[src/rtl/alu_bcd_display_scan.sv]
// Two-digit multiplexed 7-segment driver for the ALU BCD result, with blank gaps,
// frame-aligned updates and error blinking. Define LEAD_ZERO_BLANK_EN to blank a leading tens zero.
module alu_bcd_display_scan #(
    parameter int REFRESH_DIV = 1000,
    parameter int GAP_CYCLES  = 8,
    parameter int BLINK_DIV   = 8
) (
    input  logic       clk,
    input  logic       reset,
    input  logic       load,
    input  logic [3:0] dec_in,
    input  logic [3:0] unis_in,
    input  logic       zero_in,
    input  logic       error_in,
    output logic [6:0] seg,
    output logic [1:0] dig_en,
    output logic       zero_led,
    output logic       error_led,
    output logic       frame_tick
);

    localparam int CNT_W = (REFRESH_DIV > 1) ? $clog2(REFRESH_DIV) : 1;
    localparam int BLK_W = (BLINK_DIV > 1) ? $clog2(BLINK_DIV) : 1;
    localparam logic [CNT_W-1:0] SLOT_LAST = CNT_W'(REFRESH_DIV - 1);
    localparam logic [CNT_W-1:0] GAP_LAST  = CNT_W'(GAP_CYCLES - 1);
    localparam logic [BLK_W-1:0] BLK_LAST  = BLK_W'(BLINK_DIV - 1);

    typedef enum logic [2:0] {IDLE, GAP_U, UNITS, GAP_T, TENS} state_t;

    state_t           state_q, state_d;
    logic [CNT_W-1:0] cnt_q, cnt_d;
    logic [3:0]       hold_tens_q, hold_units_q;
    logic             hold_zero_q, hold_err_q, have_data_q;
    logic [3:0]       sh_tens_q, sh_tens_d, sh_units_q, sh_units_d;
    logic             sh_zero_q, sh_zero_d, sh_err_q, sh_err_d;
    logic [BLK_W-1:0] blk_cnt_q, blk_cnt_d;
    logic             blk_off_q, blk_off_d;
    logic [6:0]       seg_q, seg_d;
    logic [1:0]       dig_en_q, dig_en_d;
    logic             zero_led_q, error_led_q, frame_tick_q, frame_tick_d;
    logic             sh_upd, frame_end, blank_err, show_tens;

    function automatic logic [6:0] seg_decode(input logic [3:0] d);
        logic [6:0] s;
        case (d)
            4'd0:    s = 7'h3F;
            4'd1:    s = 7'h06;
            4'd2:    s = 7'h5B;
            4'd3:    s = 7'h4F;
            4'd4:    s = 7'h66;
            4'd5:    s = 7'h6D;
            4'd6:    s = 7'h7D;
            4'd7:    s = 7'h07;
            4'd8:    s = 7'h7F;
            4'd9:    s = 7'h6F;
            4'd15:   s = 7'h40;
            default: s = 7'h00;
        endcase
        return s;
    endfunction

    always_comb begin
        state_d      = state_q;
        cnt_d        = cnt_q;
        sh_tens_d    = sh_tens_q;
        sh_units_d   = sh_units_q;
        sh_zero_d    = sh_zero_q;
        sh_err_d     = sh_err_q;
        blk_cnt_d    = blk_cnt_q;
        blk_off_d    = blk_off_q;
        seg_d        = 7'h00;
        dig_en_d     = 2'b00;
        show_tens    = 1'b0;
        sh_upd       = (state_q == GAP_U) && (cnt_q == '0);
        frame_end    = (state_q == TENS) && (cnt_q == SLOT_LAST);

        case (state_q)
            IDLE: begin
                if (load || have_data_q) begin
                    state_d = GAP_U;
                    cnt_d   = '0;
                end
            end
            GAP_U: begin
                cnt_d = cnt_q + 1'b1;
                if (cnt_q == GAP_LAST) state_d = UNITS;
            end
            UNITS: begin
                cnt_d = cnt_q + 1'b1;
                if (cnt_q == SLOT_LAST) begin
                    state_d = GAP_T;
                    cnt_d   = '0;
                end
            end
            GAP_T: begin
                cnt_d = cnt_q + 1'b1;
                if (cnt_q == GAP_LAST) state_d = TENS;
            end
            TENS: begin
                cnt_d = cnt_q + 1'b1;
                if (cnt_q == SLOT_LAST) begin
                    state_d = GAP_U;
                    cnt_d   = '0;
                end
            end
            default: begin
                state_d = IDLE;
                cnt_d   = '0;
            end
        endcase

        // A load in the very cycle of the shadow copy bypasses the holding registers.
        if (sh_upd) begin
            sh_tens_d  = load ? dec_in   : hold_tens_q;
            sh_units_d = load ? unis_in  : hold_units_q;
            sh_zero_d  = load ? zero_in  : hold_zero_q;
            sh_err_d   = load ? error_in : hold_err_q;
        end

        if (sh_upd && sh_err_d && !sh_err_q) begin
            blk_cnt_d = '0;
            blk_off_d = 1'b0;
        end else if (frame_end) begin
            if (blk_cnt_q == BLK_LAST) begin
                blk_cnt_d = '0;
                blk_off_d = ~blk_off_q;
            end else begin
                blk_cnt_d = blk_cnt_q + 1'b1;
            end
        end

        // Outputs are derived from next-state values so they line up with the slot counter.
        blank_err = sh_err_d & blk_off_d;
        case (state_d)
            UNITS: begin
                if (!blank_err) begin
                    seg_d    = sh_err_d ? 7'h40 : seg_decode(sh_units_d);
                    dig_en_d = 2'b01;
                end
            end
            TENS: begin
                show_tens = !blank_err;
`ifdef LEAD_ZERO_BLANK_EN
                if (!sh_err_d && (sh_tens_d == 4'd0)) show_tens = 1'b0;
`endif
                if (show_tens) begin
                    seg_d    = sh_err_d ? 7'h40 : seg_decode(sh_tens_d);
                    dig_en_d = 2'b10;
                end
            end
            default: ;
        endcase

        frame_tick_d = (state_d == TENS) && (cnt_d == SLOT_LAST);
    end

    always_ff @(posedge clk or negedge reset) begin
        if (!reset) begin
            state_q      <= IDLE;
            cnt_q        <= '0;
            hold_tens_q  <= '0;
            hold_units_q <= '0;
            hold_zero_q  <= 1'b0;
            hold_err_q   <= 1'b0;
            have_data_q  <= 1'b0;
            sh_tens_q    <= '0;
            sh_units_q   <= '0;
            sh_zero_q    <= 1'b0;
            sh_err_q     <= 1'b0;
            blk_cnt_q    <= '0;
            blk_off_q    <= 1'b0;
            seg_q        <= '0;
            dig_en_q     <= '0;
            zero_led_q   <= 1'b0;
            error_led_q  <= 1'b0;
            frame_tick_q <= 1'b0;
        end else begin
            state_q      <= state_d;
            cnt_q        <= cnt_d;
            if (load) begin
                hold_tens_q  <= dec_in;
                hold_units_q <= unis_in;
                hold_zero_q  <= zero_in;
                hold_err_q   <= error_in;
                have_data_q  <= 1'b1;
            end
            sh_tens_q    <= sh_tens_d;
            sh_units_q   <= sh_units_d;
            sh_zero_q    <= sh_zero_d;
            sh_err_q     <= sh_err_d;
            blk_cnt_q    <= blk_cnt_d;
            blk_off_q    <= blk_off_d;
            seg_q        <= seg_d;
            dig_en_q     <= dig_en_d;
            zero_led_q   <= sh_zero_d & ~sh_err_d;
            error_led_q  <= sh_err_d;
            frame_tick_q <= frame_tick_d;
        end
    end

    assign seg        = seg_q;
    assign dig_en     = dig_en_q;
    assign zero_led   = zero_led_q;
    assign error_led  = error_led_q;
    assign frame_tick = frame_tick_q;

endmodule

[config.mk]
export PLATFORM = sky130hd
export DESIGN_NAME = alu_bcd_display_scan
export DESIGN_NICKNAME = d
export VERILOG_FILES = /design/src/rtl/alu_bcd_display_scan.sv
export SDC_FILE = /design/constraint.sdc
export NUM_CORES = 1
export LEC_CHECK = 0
export CORE_ASPECT_RATIO = 1.25
export CORE_MARGIN = 2
export CORE_UTILIZATION = 37
export DETAILED_ROUTE_END_ITERATION = 16
export RECOVER_POWER = 50
export SYNTH_ARGS = -nofsm -noshare
export SYNTH_HDL_FRONTEND = slang
export SYNTH_SLANG_ARGS = --single-unit
[constraint.sdc]
create_clock -name clk -period 3.6 [get_ports clk]
set_clock_uncertainty 0.05 [all_clocks]
set_input_delay 0.72 -clock clk [delete_from_list [all_inputs] [get_ports clk]]
set_output_delay 0.72 -clock clk [all_outputs]
set_load 0.02 [all_outputs]
After elaboration in Yosys (flattened, before gate mapping)
Memory sizes are Yosys's and may differ from the RTL's.
Cells that the tools add are included.
- add/subtract/negate cells: 2
- eq/ne operators: 10
- multiplexer cells: 31
- bitwise logic cells: 4
- reductions and logical operators: 12
- operators with widths (kind ; count):
    one-hot mux 10 bit (3 select lines) ; 1
    two-way mux 7 bit ; 4
    two-way mux 3 bit ; 8
    equality test 10 bit, second input constant ; 2
    two-way mux 10 bit ; 2
    two-way mux 4 bit ; 4
    one-hot mux 3 bit (5 select lines) ; 1
    one-hot mux 7 bit (2 select lines) ; 1
    adder 10 x 1 -> 10 bit, second input constant ; 1
    equality test 10 x 3 -> 1 bit, second input constant ; 1
    zero test 10 bit ; 1
    equality test 3 x 2 -> 1 bit, second input constant ; 3
    equality test 3 bit, second input constant ; 3
    two-way mux 1 bit ; 8
    logical AND 1 bit ; 5
    one-hot mux 2 bit (2 select lines) ; 1
    OR reduction 2 bit ; 2
    adder 3 x 1 -> 3 bit, second input constant ; 1
    equality test 3 x 1 -> 1 bit, second input constant ; 1
    zero test 3 bit ; 1
    AND 1 bit ; 2
    two-way mux 2 bit ; 1
    inverter 1 bit ; 2
    nonzero test 2 bit ; 1
    other kinds (2) ; 2
- register bits: 49
- ROM bits: 224
- input bits: 13
- output and inout bits: 12
- logic and storage cells: 78
- memories: 2
- memory list (name ; depth ; bits a word ; read ports ; clocked after Yosys merged registers in ; write ports ; RTL line ; text):
    (no name shown) ; 16 ; 7 ; 1 ; 0 ; 0 ; 45 ; case (d)
    (no name shown) ; 16 ; 7 ; 1 ; 0 ; 0 ; 45 ;

Longest topological paths before layout
- word-level depth: 9
- depth in mapped cells: 15
- mapped depth without buffers: 13

Least setup slack after synthesis
Ideal clock, no wire load.
- kind: register to register
- start point: register cnt_q[0]
- end point: register seg_q[6], in the netlist seg[6]
- setup time: 134 ps
- arrival: 2866 ps
- data required time: 3416 ps
- setup slack: 550 ps
- cell stages (with the launch flop): 15
- path buffers: 2
- clock period less this slack: 3050 ps
- cells stage by stage: dfrtp_1 -> inv_1 -> ha_1 -> nor4b_2 -> nand3_4 -> buf_2 -> buf_2 -> mux2i_1 -> inv_1 -> ha_1 -> a211o_1 -> a21oi_1 -> a211oi_1 -> a311oi_1 -> o32ai_1
- elaborated cells on any way between the ends: 27
- those cells by class: eq/ne: 4; mux: 15; bitwise: 1; reduce/logical: 5; memory: 2
- RTL lines (what ; RTL line ; text):
    start: declaration ; 31 ; logic [CNT_W-1:0] cnt_q, cnt_d;
    start signal: assignment ; 179 ; cnt_q <= cnt_d;
    zero test 10 bit ; 74 ; sh_upd = (state_q == GAP_U) && (cnt_q == '0);
    logical AND 1 bit ; 74 ;
    two-way mux 4 bit ; 113 ; if (sh_upd) begin
    named net sh_units_d[0] ; 34 ; logic [3:0] sh_tens_q, sh_tens_d, sh_units_q, sh_units_d;
    memory (16 x 7 bit) ; - ;
    two-way mux 7 bit ; 137 ; seg_d = sh_err_d ? 7'h40 : seg_decode(sh_units_d);
    two-way mux 7 bit ; 136 ; if (!blank_err) begin
    one-hot mux 7 bit (2 select lines) ; 134 ; case (state_d)
    named net seg_d[6] ; 38 ; logic [6:0] seg_q, seg_d;
    end signal: assignment ; 193 ; seg_q <= seg_d;
    end: declaration ; 38 ;
The timed path passes the listed nets, and every way through them passes these cells.
A chain may end at the register's enable or synchronous reset.

Worst setup path after layout
- start point: register cnt_q[5]
- end point: register seg_q[6], in the netlist seg[6]
- elaborated cells on any way between the ends: 27
- those cells by class: eq/ne: 4; mux: 15; bitwise: 1; reduce/logical: 5; memory: 2
- RTL lines (what ; RTL line ; text):
    zero test 10 bit ; 74 ;
    logical AND 1 bit ; 74 ;
    two-way mux 4 bit ; 113 ;
    named net sh_tens_d[0] ; 34 ;
    memory (16 x 7 bit) ; - ;
    two-way mux 7 bit ; 147 ; seg_d = sh_err_d ? 7'h40 : seg_decode(sh_tens_d);
    two-way mux 7 bit ; 146 ; if (show_tens) begin
    one-hot mux 7 bit (2 select lines) ; 134 ;
    named net seg_d[6] ; 38 ;
The timed path passes the listed nets, and every way through them passes these cells.

==> impl_metrics.yaml <==
global_routing:
  grt-ovfl-total: 0
  antenna_found_initial: 0
  grt_pass1_vias: 2159
  grt_pass1_wl_um: 10400
  grt_max_degree: 36
  track_usage_pct: 16.1
synth:
  yosysSeqAreaShare_pct: 42.9
  synth_mux_area_share_pct: 9.55
  synth_cell_type_count: 58
  synth_compound_area_share_pct: 14.2
  yosys.area.top_type: "dfrtp_1"
  yosysWarnings: 0
  synth_edf_count: 0
  syn_avg_cell_area_um2: 10.2
  synth_simple_gate_area_share_pct: 19.7
  synthTopCellsByArea: "dfrtp_1 43%, ha_1 7.0%, mux2_2 5.1%"
  mappedNetlistNets: 310
  syn_inst: 281
  async_flop_share_pct: 100
  synth_seq_cells: 49
  synth_top_area_share_pct: 42.9
  synthAdderAreaFrac_pct: 7.01
  netlist_area_mm2: 0.00286
  synth_top_family_by_area: "simple AND/OR/NAND/NOR gates"
  synth_ff_type: "dfrtp_1"
  synthXorXnorAreaFrac_pct: 1.53
finish:
  area_delta_synth_final_pct: 14.1
  final_cells: 403
  layout-drive-gt1-share_pct: 12.5
  nets: 340
  layout_commonest_cell: "dfrtp_1"
  layout_common_cells: "49 x dfrtp_1, 26 x nand2_1, 23 x nor2_1, 22 x clkdlybuf4s50_1"
  antennaDiodeCount: 0
clocking:
  cts_setup_buffers: 0
  cts_buffers: 5
  cts_tree: "yes"
  clock_sinks: 49
  clkTransAtPathRegs_ns: 0.09
  cts_max_level: 2
  hold_buffers: 0
  clk_latency_ns: 0.30
  ctsResizeCount: 0
  cts_root_buffer: "clkbuf_8"
  clk_path_buf_depth: 2
sta:
  max_slew_margin_pct: -29.6
  min_period_over_period_pct: 84.0
  max_freq_mhz: 331
  worst_slack_ns: 0.575
  rsz0062_at_grt: "false"
  setup_viol: 0
  tightest_slew_ns: 1.94
  fin_setup_tns_ns: 0
  drv_slew: 36
  layout_min_cycle_time_ns: 3.03
  final_hold_viol_count: 0
pwr:
  swShare_pct: 24.9
  finalPower_mw: 1.03
  p_switching_mw: 0.256
  p_int_mw: 0.773
  power_frac_clock_pct: 32.8
  powerDensity_mw_per_mm2: 316
  pwr-share-seq_pct: 56.3
  comb_power_share_pct: 10.9
  leakage_nw: 1.47
  vdd_ir_drop_max_uv: 151
floorplan:
  die_area_mm2: 0.00844
  core_mm2: 0.00744
  die_y_um: 102
  die_w_um: 82.6
  start_util_pct: 38.4
  io_pins: 25
  rows: 35
critical_path:
  r2r_cells: 11
  crit_arrival_ns: 3.15
  r2r_slack_ns: 0.57
  crit_path_start: "cnt_q[5]$_DFF_PN0_"
  r2r_start: "cnt_q[5]$_DFF_PN0_"
  crit_path_start_kind: "register"
  reg2reg_to: "seg[6]$_DFF_PN0_"
  crit_type: "reg2reg"
  crit_end: "seg[6]$_DFF_PN0_"
  critical_path_required_ns: 3.73
  crit_fanout: 19
  end_kind: "register"
status:
  violations: "max-capacitance violations, max-slew violations"
  status: "finished with violations"
placed_design:
  port-buffer-count: 24
  pre_cts_ws_ns: 0.337
  dp.cells: 396
  dp_hpwl_um: 4640
  gp_congestion: 0.898
drt:
  ant_nets: 0
  vias: 2149
  first_pass_iters: 5
  wl_per_cell_um: 15.3
  vias_per_cell: 5.33
  drt-total-wl_um: 6180
  drt_iter0_markers: 80
  drc_errors: 0
run:
  max_cap_viol_count: 1
worst_hold_path:
  hp-class: "reg2reg"
through the flow:
stage	area (µm²)	util, %	hold slack (ns)
after floorplan	2860	-	0.374
after global placement	3190	42.9	0.412
after detailed placement	3190	42.9	0.425
after CTS	3280	44.0	0.445
after global routing	3260	43.7	0.469
final	3260	43.7	0.437
Yosys cell counts (3+ instances only):
master,number
buf_6,5
nand2_1,26
nand3_1,4
buf_2,3
o22ai_1,5
ha_1,16
or3_1,3
nor3_1,9
or3b_1,3
a211oi_1,5
o21ai_0,12
a21oi_1,17
mux2_2,13
a31oi_1,3
nand2b_1,3
nand3b_1,4
mux2i_1,9
and2_1,4
xnor2_1,4
dfrtp_1,49
inv_1,17
nor2_1,23
critical path: stages, from the launching register on:
cell and delay, ns:
dfrtp_1 0.49, nor4_1 0.64, nand3_4 0.24, buf_4 0.28, mux2i_1 0.16, inv_1 0.14
ha_1 0.21, nor2_1 0.06, a211oi_1 0.21, a211oi_1 0.08, a211oi_1 0.23, o32ai_1 0.10
power groups by stage:
stage	clock [mW]	sequential (mW)	combinational (mW)
after floorplan	0	0.589	0.0670
after global placement	0	0.590	0.114
after detailed placement	0	0.590	0.116
after CTS	0.350	0.580	0.116
after global routing	0.368	0.582	0.127
final	0.337	0.579	0.112
logic make-up (layout without fill, tap and decap cells):
logic type,after synthesis,after routing
compound gates,63,63
xor+xnor,5,5
fa+ha+maj,16,16
buf+inv,27,57
flops,49,49
mux,24,24
simple gates,97,97
worst min-delay path by stage:
stage | from | to | slack [ns] | cells after the start
3_5_place_dp | have_data_q$_DFFE_PN0P_ | have_data_q$_DFFE_PN0P_ | 0.43 | 1
2_1_floorplan | reset | blk_cnt_q[0]$_DFFE_PN0P_ | 0.37 | 0
3_3_place_gp | have_data_q$_DFFE_PN0P_ | have_data_q$_DFFE_PN0P_ | 0.41 | 1
5_1_grt | have_data_q$_DFFE_PN0P_ | have_data_q$_DFFE_PN0P_ | 0.47 | 1
6_report | have_data_q$_DFFE_PN0P_ | have_data_q$_DFFE_PN0P_ | 0.44 | 1
4_1_cts | have_data_q$_DFFE_PN0P_ | have_data_q$_DFFE_PN0P_ | 0.45 | 1
layer usage:
metal / routed length [µm] / global-route usage, % / up-vias / share of wire [%]
met5: 0 / 0 / - / 0
met1: 2660 / 19.5 / 1039 / 43
met2: 3260 / 28.8 / 36 / 53
li1: - / - / 1061 / -
met3: 157 / 2.92 / 13 / 2.5
met4: 99 / 4.54 / 0 / 1.6
final cells by class:
type	instances	area, µm²
Tap cell	92	115
Fill cell	731	4190
Sequential cell	49	1230
Clock buffer	7	86.3
Timing Repair Buffer	32	290
Inverter	18	67.6
Multi-Input combinational cell	205	1470
state kept, by name (all words and copies together), names as in the netlist:
register,flops
cnt_q,10
seg,7
hold_tens_q,4
hold_units_q,4
sh_tens_q,4
sh_units_q,4
blk_cnt_q,3
state_q,3
dig_en,2
blk_off_q,1
error_led,1
frame_tick,1
have_data_q,1
hold_err_q,1
hold_zero_q,1
sh_zero_q,1
zero_led,1
No activity file was read; power rests on OpenSTA's default activity.
